### src/rtl/axichannel_replayer.sv
`default_nettype none
// ============================================================================
// Module   : axichannel_replayer
// Purpose  : Re-drives logged channel beats from the replay backend onto one
//            valid/ready channel, with FIFO buffering and pipelined almful /
//            end-of-beat reporting. Optional debug counters: RPLY_DEBUG_CNT_EN
// Revision : 1.0 - initial release
// ============================================================================
module axichannel_replayer #(
  parameter int DATA_WIDTH = 32,
  parameter int PIPE_DEPTH = 4,
  parameter int FIFO_DEPTH = 16
) (
  input  logic                  clk,
  input  logic                  rstn,
  input  logic                  rplb_valid,
  input  logic [DATA_WIDTH-1:0] rplb_data,
  output logic                  rplb_almful,
  input  logic                  replay_en,
  output logic                  out_valid,
  input  logic                  out_ready,
  output logic [DATA_WIDTH-1:0] out_data,
  output logic                  rple_valid,
  output logic                  err_overflow
`ifdef RPLY_DEBUG_CNT_EN
  ,
  output logic [31:0]           dbg_beat_cnt,
  output logic [31:0]           dbg_stall_cnt
`endif
);

  localparam int c_AW = $clog2(FIFO_DEPTH);
  localparam int c_CW = c_AW + 1;
  localparam logic [c_CW-1:0] c_FULL   = c_CW'(FIFO_DEPTH);
  localparam logic [c_CW-1:0] c_THRESH = c_CW'(FIFO_DEPTH - (2*PIPE_DEPTH + 2));

  logic                  w_in_vld;
  logic [DATA_WIDTH-1:0] w_in_dat;
  logic                  w_hs;
  logic                  w_wr;
  logic                  w_rd;
  logic                  w_full;

  logic [DATA_WIDTH-1:0] r_mem [FIFO_DEPTH];
  logic [c_AW-1:0]       r_wptr;
  logic [c_AW-1:0]       r_rptr;
  logic [c_CW-1:0]       r_cnt;
  logic                  r_almful;
  logic                  r_out_vld;
  logic [DATA_WIDTH-1:0] r_out_dat;
  logic                  r_ovf;

  assign w_hs   = r_out_vld && out_ready;
  assign w_full = (r_cnt == c_FULL);
  assign w_wr   = w_in_vld && !w_full;
  assign w_rd   = (!r_out_vld || out_ready) && (r_cnt != '0) && replay_en;

  generate
    if (PIPE_DEPTH == 0) begin : g_nopipe
      assign w_in_vld    = rplb_valid;
      assign w_in_dat    = rplb_data;
      assign rplb_almful = r_almful;
      assign rple_valid  = w_hs;
    end else begin : g_pipe
      logic [PIPE_DEPTH-1:0] r_in_vld;
      logic [PIPE_DEPTH-1:0] r_alm;
      logic [PIPE_DEPTH-1:0] r_end;
      logic [DATA_WIDTH-1:0] r_in_dat [PIPE_DEPTH];

      always_ff @(posedge clk) begin
        if (!rstn) begin
          r_in_vld <= '0;
          r_alm    <= '0;
          r_end    <= '0;
        end else begin
          r_in_vld[0] <= rplb_valid;
          r_alm[0]    <= r_almful;
          r_end[0]    <= w_hs;
          for (int i = 1; i < PIPE_DEPTH; i++) begin
            r_in_vld[i] <= r_in_vld[i-1];
            r_alm[i]    <= r_alm[i-1];
            r_end[i]    <= r_end[i-1];
          end
        end
      end

      // Payload stages carry no reset; their valid bits qualify them.
      always_ff @(posedge clk) begin
        r_in_dat[0] <= rplb_data;
        for (int i = 1; i < PIPE_DEPTH; i++) begin
          r_in_dat[i] <= r_in_dat[i-1];
        end
      end

      assign w_in_vld    = r_in_vld[PIPE_DEPTH-1];
      assign w_in_dat    = r_in_dat[PIPE_DEPTH-1];
      assign rplb_almful = r_alm[PIPE_DEPTH-1];
      assign rple_valid  = r_end[PIPE_DEPTH-1];
    end
  endgenerate

  always_ff @(posedge clk) begin
    if (w_wr) begin
      r_mem[r_wptr] <= w_in_dat;
    end
    if (w_rd) begin
      r_out_dat <= r_mem[r_rptr];
    end
  end

  always_ff @(posedge clk) begin
    if (!rstn) begin
      r_wptr    <= '0;
      r_rptr    <= '0;
      r_cnt     <= '0;
      r_almful  <= 1'b0;
      r_out_vld <= 1'b0;
      r_ovf     <= 1'b0;
    end else begin
      if (w_wr) begin
        r_wptr <= r_wptr + c_AW'(1);
      end
      if (w_rd) begin
        r_rptr <= r_rptr + c_AW'(1);
      end
      case ({w_wr, w_rd})
        2'b10:   r_cnt <= r_cnt + c_CW'(1);
        2'b01:   r_cnt <= r_cnt - c_CW'(1);
        default: r_cnt <= r_cnt;
      endcase
      // Margin of 2*PIPE_DEPTH+2 absorbs every beat still in flight.
      r_almful <= (r_cnt >= c_THRESH);
      if (w_rd) begin
        r_out_vld <= 1'b1;
      end else if (w_hs) begin
        r_out_vld <= 1'b0;
      end
      if (w_in_vld && w_full) begin
        r_ovf <= 1'b1;
      end
    end
  end

  assign out_valid    = r_out_vld;
  assign out_data     = r_out_dat;
  assign err_overflow = r_ovf;

`ifdef RPLY_DEBUG_CNT_EN
  logic [31:0] r_beat_cnt;
  logic [31:0] r_stall_cnt;

  always_ff @(posedge clk) begin
    if (!rstn) begin
      r_beat_cnt  <= '0;
      r_stall_cnt <= '0;
    end else begin
      if (w_hs) begin
        r_beat_cnt <= r_beat_cnt + 32'd1;
      end
      if (r_out_vld && !out_ready) begin
        r_stall_cnt <= r_stall_cnt + 32'd1;
      end
    end
  end

  assign dbg_beat_cnt  = r_beat_cnt;
  assign dbg_stall_cnt = r_stall_cnt;
`endif

endmodule
`default_nettype wire

### config.mk
export PLATFORM = sky130hd
export DESIGN_NAME = axichannel_replayer
export DESIGN_NICKNAME = d
export VERILOG_FILES = /design/src/rtl/axichannel_replayer.sv
export SDC_FILE = /design/constraint.sdc
export NUM_CORES = 1
export LEC_CHECK = 0
export ABC_CLOCK_PERIOD_IN_PS = 9700
export CORE_MARGIN = 4
export CORE_UTILIZATION = 65
export DETAILED_ROUTE_END_ITERATION = 12
export PLACE_DENSITY_LB_ADDON = 0.25
export SLEW_MARGIN = 15
export SYNTH_ARGS = -nofsm -noshare
export SYNTH_HDL_FRONTEND = slang
export SYNTH_SLANG_ARGS = --single-unit
### constraint.sdc
create_clock -name clk -period 9.7 [get_ports clk]
set_input_delay 1.94 -clock clk [delete_from_list [all_inputs] [get_ports clk]]
set_output_delay 1.94 -clock clk [all_outputs]
set_load 0.02 [all_outputs]
==> Yosys cells after proc, flatten, opt, wreduce, memory -nomap -nowiden <==
Memories as Yosys holds them, arrays and structs flattened. A register that Yosys moved wholly into a read port is not among the register bits.
Cells that the tools add are included.
{ "classes": {"eq_ne": 3, "reduce_logical": 11, "n_lt_le_gt_ge": 1, "n_mux": 5, "add_sub_neg": 4} }
{ "op_table": {"columns": ["cell", "count"], "rows": [
  ["one-hot mux 5 bit (2 select lines)", 1],
  ["adder 4 x 1 -> 4 bit (second input constant)", 2],
  ["adder 5 x 1 -> 5 bit (second input constant)", 1],
  ["equality test 5 bit (second input constant)", 1],
  ["greater-or-equal comparator 5 x 3 -> 1 bit (second input constant)", 1],
  ["logical AND 1 bit", 5],
  ["nonzero test 5 bit", 1],
  ["subtractor 5 x 1 -> 5 bit (second input constant)", 1],
  ["2-to-1 mux 1 bit", 4],
  ["nonzero test 2 bit", 2],
  ["equality test 2 x 1 -> 1 bit (second input constant)", 1],
  ["equality test 2 bit (second input constant)", 1],
  ["logical NOT 1 bit", 2],
  ["logical OR 1 bit", 1]
]} }
{ "word_totals": {"n_memories": 2, "input_bits": 37, "output_inout_bits": 36, "ramBits": 640, "register_bits": 28} }
{ "mem_list": {"columns": ["memory", "words", "width", "read_ports", "rd_ports_with_merged_regs", "write_ports", "line_no", "rtl"], "rows": [
  ["r_mem", 16, 32, 1, 1, 1, "44", "logic [DATA_WIDTH-1:0] r_mem [FIFO_DEPTH];"],
  ["g_pipe.r_in_dat", 4, 32, 4, 0, 4, "68", "logic [DATA_WIDTH-1:0] r_in_dat [PIPE_DEPTH];"]
]} }

==> Depth between registers and ports, before layout <==
Gate-level depths: netlist (run 1).
{ "depth": {"word_depth": 6, "mapped_depth": 10} }

==> Least setup slack after synthesis (run 1) <==
Ideal clock, no wire load.
{ "synth_timing": {"kind": "in2reg", "start": "input out_ready", "end": "register r_cnt[4]", "n_path_buf": 0, "path_slack_ns": 5.210, "arrival_time_ns": 4.418, "stages": 10, "setup_time_ns": 0.072, "path_cell_list": "nand2b_1 -> o211ai_2 -> inv_1 -> ha_1 -> inv_1 -> fa_1 -> nand2b_1 -> a21oi_1 -> mux2i_1 -> mux2i_1"} }
{ "synth_between": {"elab_chain_cells": 5} }
{ "synth_lines": {"columns": ["element", "line_no", "rtl"], "rows": [
  ["from (decl)", "21", "input logic out_ready,"],
  ["logical OR 1 bit (*)", "56", "assign w_rd = (!r_out_vld || out_ready) && (r_cnt != '0) && replay_en;"],
  ["logical AND 1 bit (*) (2 in a row)", "56", null],
  ["named net w_rd", "41", "logic w_rd;"],
  ["equality test 2 x 1 -> 1 bit / equality test 2 bit (equally long branches)", "126", "case ({w_wr, w_rd})"],
  ["one-hot mux 5 bit (2 select lines) / nonzero test 2 bit (equally long branches)", null, null],
  ["to (signal assigned)", "127", "2'b10: r_cnt <= r_cnt + c_CW'(1);"],
  ["to (signal assigned)", "128", "2'b01: r_cnt <= r_cnt - c_CW'(1);"],
  ["to (signal assigned)", "129", "default: r_cnt <= r_cnt;"],
  ["to (decl)", "47", "logic [c_CW-1:0] r_cnt;"]
]} }
Mark *: on every way through the listed nets, which the timed path passes. The rest lies on a longest branch.
A chain may end at the register's enable or synchronous reset.

==> Worst setup path after layout (run 1) <==
Ends and elaborated chain as after synthesis.

==> results of run 1 <==
==> cell families (layout without fill, tap and decap cells) <==
| kind of cell | after synthesis | count (layout) | synth area share [%] |
|---|---|---|---|
| flops | 700 | 700 | 81.36 |
| mux | 132 | 132 | 12.22 |
| simple gates | 102 | 102 | 1.941 |
| compound gates | 81 | 81 | 2.490 |
| buf+inv | 60 | 230 | 1.219 |
| fa+ha+maj | 10 | 10 | 0.5545 |
| xor+xnor | 6 | 6 | 0.2197 |
==> registers in the layout, indices dropped and copies added (netlist names) <==
signal	count
err_overflow	1
g_pipe.r_alm	4
g_pipe.r_end	4
g_pipe.r_in_dat	128
g_pipe.r_in_vld	4
out_data	32
out_valid	1
r_almful	1
r_cnt	5
r_mem	512
r_rptr	4
r_wptr	4
==> worst max-delay path by stage <==
stage,start,end
global route,out_ready,r_cnt[4]$_SDFFE_PN0P_
floorplan,out_ready,r_cnt[4]$_SDFFE_PN0P_
global placement,out_ready,r_cnt[4]$_SDFFE_PN0P_
finish,out_ready,r_cnt[4]$_SDFFE_PN0P_
detailed placement,out_ready,r_cnt[4]$_SDFFE_PN0P_
CTS,out_ready,r_cnt[4]$_SDFFE_PN0P_
==> layout by cell type (no fill, tap or decap), drive strengths merged, types with 2 or more instances in the layout <==
master	netlist	routed
edfxtp	544	544
dfxtp	156	156
mux4	128	128
clkbuf	25	100
clkdlybuf4s50	0	72
a22oi	64	64
nand2	40	40
nor2	29	29
buf	26	24
clkinv	0	15
inv	9	14
and2	12	12
ha	9	9
a21oi	6	6
nand2b	5	5
xor2	5	5
mux2i	4	4
nor3	4	4
nand3	3	3
o21ai	3	3
bufinv	0	3
o211ai	3	3
nor2b	2	2
or3	2	2
clkinvlp	0	2
==> metrics by stage <==
step	hold WS, ps	setup slack (ps)
2_1_floorplan	309.6	5210
3_3_place_gp	310.3	4812
3_5_place_dp	312.1	4712
4_1_cts	324.1	5248
5_1_grt	328.6	5031
6_report	324.4	5242
==> worst max-delay path, stage by stage <==
cell	delay, ps
clkdlybuf4s50_1	470
nand2b_1	160
o211ai_2	160
clkinv_1	80
buf_4	510
ha_1	370
inv_1	100
fa_1	410
nand2b_1	160
a21oi_1	150
mux2i_1	230
mux2i_1	210
==> layer usage <==
layer | part of all wire, % | vias up | GRT usage (%)
met5 | 0 | - | 0
met4 | 2.4 | 0 | 7.195
met3 | 8.3 | 91 | 5.052
met2 | 52 | 552 | 41.22
met1 | 37 | 5733 | 33.98
li1 | - | 4645 | -
==> final cells by class <==
type | count | area [µm²]
Fill cell | 1852 | 8457
Inverter | 9 | 33.78
Sequential cell | 700 | 19470
Tap cell | 461 | 576.8
Clock inverter | 25 | 222.7
Multi-Input combinational cell | 331 | 4292
Clock buffer | 100 | 1953
Timing Repair Buffer | 96 | 913.4
==> where the power goes <==
part	total (mW)	leakage, nW	internal, mW	switching (mW)
clock	2.55	1.07	1.48	1.07
combinational	0.574	1.63	0.311	0.262
sequential	3.39	6.20	3.31	0.0757
total	6.51	8.90	5.11	1.41
==> reports/qor.yml, run 1 <==
timing:
  rsz0062_at_grt: "false"
  fin_worst_skew_ps: 19.89
  period_share_pct: 45.96
  fmax_ghz: 0.2243
  worstMarginPinSlew_ps: 1055
  slew_viol_final: 0
  hold_viol_final: 0
  slew_headroom_pct: 29.65
  setup-violations-final: 0
  fin_tns_setup_ps: 0
  finalCriticalPeriod_ps: 4458
routing:
  drt_iter0_markers: 1116
  drt.antenna.violating_nets: 0
  wl_per_cell_um: 27.64
  dr.pass1.iters: 5
  vias: 11020
  routed_wl_mm: 47.59
  drc: 0
  routed_via_density: 6.400
die:
  rows: 69
  die_y_um: 199.8
  start_util_pct: 66.60
  coreArea_mm2: 0.03591
  io_pins: 73
  die_w_um: 199.8
  dieArea_mm2: 0.03993
synthesis:
  synth_flop_cell: "edfxtp_1"
  synth_edf_count: 544
  syn-mean-instance-area_um2: 21.92
  synth.top_cell.area_share_pct: 68.30
  async_flop_share_pct: 0
  synth_common_cells: "edfxtp_1 (544), dfxtp_1 (156), mux4_2 (128)"
  ys_ff_latch: 700
  yosys_warnings: 0
  synth_most_common_cell: "edfxtp_1"
  seq_area_frac_synth_pct: 81.36
  synth_area_leaders: "edfxtp_1 (68%), dfxtp_1 (13%), mux4_2 (12%)"
  synthesis.nets: 1138
  netlist.top_cell.by_area: "edfxtp_1"
  synth.distinct_cells: 37
  syn_area_mm2: 0.02392
  synthCells: 1091
worst_setup_path:
  crit_arrival_ps: 4960
  path_max_fanout: 33
  cp-end-kind: "register"
  reg2reg_from: "r_cnt[1]$_SDFFE_PN0P_"
  reg2reg_slack_ps: 6520
  reg2regPathDepth: 5
  criticalPathCategory: "input pin to register"
  regToRegEndpoint: "r_mem[1][9]$_DFFE_PP_"
  crit_required_ps: 10200
  startpoint_type: "input pin"
placement:
  dpl-instance-area_mm2: 0.02528
  dp_cells: 1597
  post-dp-hpwl_mm: 21.53
  io_buffers: 72
  gp_congestion: 0.7469
final_layout:
  areaGrowthSynthToFinish_pct: 14.80
  design_area_mm2: 0.02746
  instances_no_fill: 1722
  drive_above_1_share_pct: 21.97
  fin_util_pct: 76.45
  fin_nets: 1253
  n_antenna_cell: 0
global_routing:
  grt_use_total_pct: 24.66
  grt_max_degree: 108
  overflow: 0
  grt_pass1_wl_mm: 71.21
  antenna_found_initial: 0
  grt_pass1_vias: 11350
clock_tree:
  clock_path_buffers: 3
  clkLatencyLatePin_ps: 580
  post_cts_resized: 0
  root_buffer: "clkbuf_16"
  cts_tree: "built"
  numCtsBuffers: 68
  clock_sinks: 700
  post_cts_buffers: 0
  h-tree-depth: 3
  holdBufCountCts: 0
  path_clk_slew_ps: 60
hold_path:
  hold_path_depth: 0
  worstHoldStart: "g_pipe.r_in_dat[1][13]$_DFF_P_"
  min_path_type: "register to register"
  hold_end: "g_pipe.r_in_dat[2][13]$_DFF_P_"
power:
  peakVddDrop_uv: 168.4
  p_leak_nw: 8.896
  p_total_mw: 6.512
  power.density_mw_per_mm2: 237.2
run_status:
  status: "completed"
flow_run:
  maxCapViolCount: 0
Power figures use the tool's default switching activity.
==> run 2, diff against run 1 <==
ABC_CLOCK_PERIOD_IN_PS = 3690   (was 9700)
CORE_UTILIZATION = 54   (was 65)
clock period = 3.69 ns   (was 9.7 ns; I/O delays follow)
==> run 2 against run 1 <==
Combinational power grew to 2.8 times the previous value. Clock skew is 2.8 ps lower. Flip-flop and latch count stayed put. Largest cell class unchanged. Critical endpoint is now r_mem[5][6]$_DFFE_PP_. Register-to-register slack worse by 5500 ps. First-iteration DRC count is 4.2% lower. Setup slack worse by 4300 ps.
==> reports/qor.yml, run 2 (synthesized netlist as in run 1, its figures left out) <==
run_status:
  status: "completed"
worst_setup_path:
  crit_path_cell_trace: "nor4_1 > a21boi_1 > nand2_1 > nor2_4 > buf_12"
  max_stage_delay_ps: 650  # +140 ps
  criticalPathCategory: "register to register"
  startpoint_type: "register"
  crit_required_ps: 3980  # -6220 ps
  path_max_fanout: 18  # -45%
  reg2reg_from: "r_cnt[0]$_SDFFE_PN0P_"
  regToRegEndpoint: "r_mem[5][6]$_DFFE_PP_"
  reg2reg_slack_ps: 970  # -5550 ps
  crit_arrival_ps: 3000  # -1960 ps
  slowest_stage: "nor2_4"
  cp-end-kind: "register"
  reg2regPathDepth: 5  # unchanged
die:
  coreArea_mm2: 0.04346  # +21%
  die_w_um: 218.5  # +9.3%
  rows: 76  # +10%
  io_pins: 73  # unchanged
  start_util_pct: 55.04  # -12 points
  die_y_um: 218.5  # +9.3%
  dieArea_mm2: 0.04772  # +20%
power:
  peakVddDrop_uv: 418.4  # +150%
  p_total_mw: 17.34  # +170%
  p_switching_mw: 3.668  # +160%
  switching_share_pct: 21.15  # -0.45 points
  power.density_mw_per_mm2: 621.1  # +160%
  pwr-share-clk_pct: 39.9  # +0.7 points
  pwr-share-comb_pct: 9.1  # +0.3 points
  p_leak_nw: 8.995  # +1.1%
  p_seq_share_pct: 51.0  # -1.0 points
  internal-power_mw: 13.68  # +170%
routing:
  vias: 10660  # -3.3%
  routed_wl_mm: 43.79  # -8.0%
  drc: 0  # unchanged
  dr.pass1.iters: 5  # unchanged
  drt_iter0_markers: 1069  # -4.2%
  drt.antenna.violating_nets: 0  # unchanged
  routed_via_density: 5.778  # -9.7%
  wl_per_cell_um: 23.74  # -14%
clock_tree:
  cts_tree: "built"
  numCtsBuffers: 69  # +1.5%
  path_clk_slew_ps: 60  # about the same
  h-tree-depth: 3  # unchanged
  root_buffer: "clkbuf_16"
  post_cts_buffers: 0  # unchanged
  clkLatencyLatePin_ps: 590  # about the same
  holdBufCountCts: 0  # unchanged
  clock_sinks: 700  # unchanged
  clock_path_buffers: 3  # unchanged
  post_cts_resized: 0  # unchanged
flow_run:
  maxCapViolCount: 0  # unchanged
timing:
  fin_tns_setup_ps: 0  # unchanged
  fin_ws_ps: 971.2  # -4271 ps
  rsz0062_at_grt: "false"
  hold_viol_final: 0  # unchanged
  slew_viol_final: 0  # unchanged
  worstMarginPinSlew_ps: 1198  # +143.0 ps
  fin_worst_skew_ps: 17.12  # -2.773 ps
  setup-violations-final: 0  # unchanged
  slew_headroom_pct: 19.95  # -9.7 points
  period_share_pct: 73.68
  fmax_ghz: 0.3678
  finalCriticalPeriod_ps: 2719
hold_path:
  worstHoldStart: "g_pipe.r_in_dat[1][9]$_DFF_P_"
  hold_end: "g_pipe.r_in_dat[2][9]$_DFF_P_"
  hold_path_depth: 0  # unchanged
  min_path_type: "register to register"
final_layout:
  areaGrowthSynthToFinish_pct: 16.74
  n_antenna_cell: 0  # unchanged
  final_common_cell: "edfxtp_1"
  regMostFlops: "r_mem"
  fin_nets: 1254  # +0.080%
  final_cell_mix: "edfxtp_1 (544), dfxtp_1 (154), mux4_2 (128)"
  drive_above_1_share_pct: 22.38  # +0.41 points
  largest_reg_flops: 512  # unchanged
  fin_util_pct: 64.25  # -12 points
placement:
  gp_congestion: 0.7318  # -2.0%
  place_ws_ps: 440.5  # -4272 ps
  post-dp-hpwl_mm: 22.83  # +6.1%
  io_buffers: 72  # unchanged
global_routing:
  antenna_found_initial: 0  # unchanged
  grt_pass1_vias: 10990  # -3.1%
  overflow: 0  # unchanged
  grt_pass1_wl_mm: 67.70  # -4.9%
  grt_max_degree: 84  # -22%
  grt_use_total_pct: 19.06  # -5.6 points
==> run 2: cell types whose count changed in the layout (fill, tap and decap cells not counted), sizes merged <==
cell	previous run	this run
clkbuf	100	105
bufinv	3	2
inv	14	11
clkinvlp	2	0
==> run 2: metrics by stage <==
step,cell area [µm²],hold slack (ps),instances
after floorplan,23930,309.6,1091
after global placement,25640,309.9,1721
after detailed placement,25640,312.1,1721
after CTS,27920,318.8,1845
after global routing,27920,327.0,1845
final,27920,309.6,1845
==> run 2: worst max path at each step <==
| stage | startpoint | to | slack (ps) |
|---|---|---|---|
| after floorplan | r_wptr[0]$_SDFFE_PN0P_ | r_mem[3][0]$_DFFE_PP_ | 330 |
| after global placement | out_ready | r_cnt[4]$_SDFFE_PN0P_ | 520 |
| after detailed placement | out_ready | r_cnt[4]$_SDFFE_PN0P_ | 440 |
| after CTS | r_cnt[0]$_SDFFE_PN0P_ | r_mem[4][5]$_DFFE_PP_ | 950 |
| after global routing | r_cnt[0]$_SDFFE_PN0P_ | r_cnt[4]$_SDFFE_PN0P_ | 780 |
| final | r_cnt[0]$_SDFFE_PN0P_ | r_mem[5][6]$_DFFE_PP_ | 970 |
==> run 2: cell type report <==
cell class                 instances  area [µm²]
sequential                       700       19470
fill                            2886       15530
multi-input combinational        331        4320
clock buffer                     105        2131
timing repair buffer              96        1089
tap                              585       732.0
clock inverter                    19       150.1
inverter                           9       33.78
==> run 2: power by group through the flow <==
stage               combinational, mW  clock, mW  sequential, mW
detailed placement               1.61          0            9.03
floorplan                        1.16          0            9.04
global route                     1.72       7.43            8.88
global placement                 1.61          0            9.02
finish                           1.58       6.91            8.85
CTS                              1.62       7.06            8.86
==> run 2: routing by layer <==
metal	vias to the layer above	track usage [%]	wire (µm)
met5	-	0	0
met4	0	5.498	1057
met3	86	3.796	2474
met2	333	31.01	21810
met1	5594	26.79	18450
li1	4648	-	-
==> run 2: critical path, delay by kind of cell (launching register included) <==
| kind | cells | cell delay, ps |
|---|---|---|
| buffers and inverters | 1 | 270 |
| and+or+nand+nor | 3 | 1170 |
| AOI/OAI and AO/OA | 1 | 540 |
| DFF | 1 | 430 |
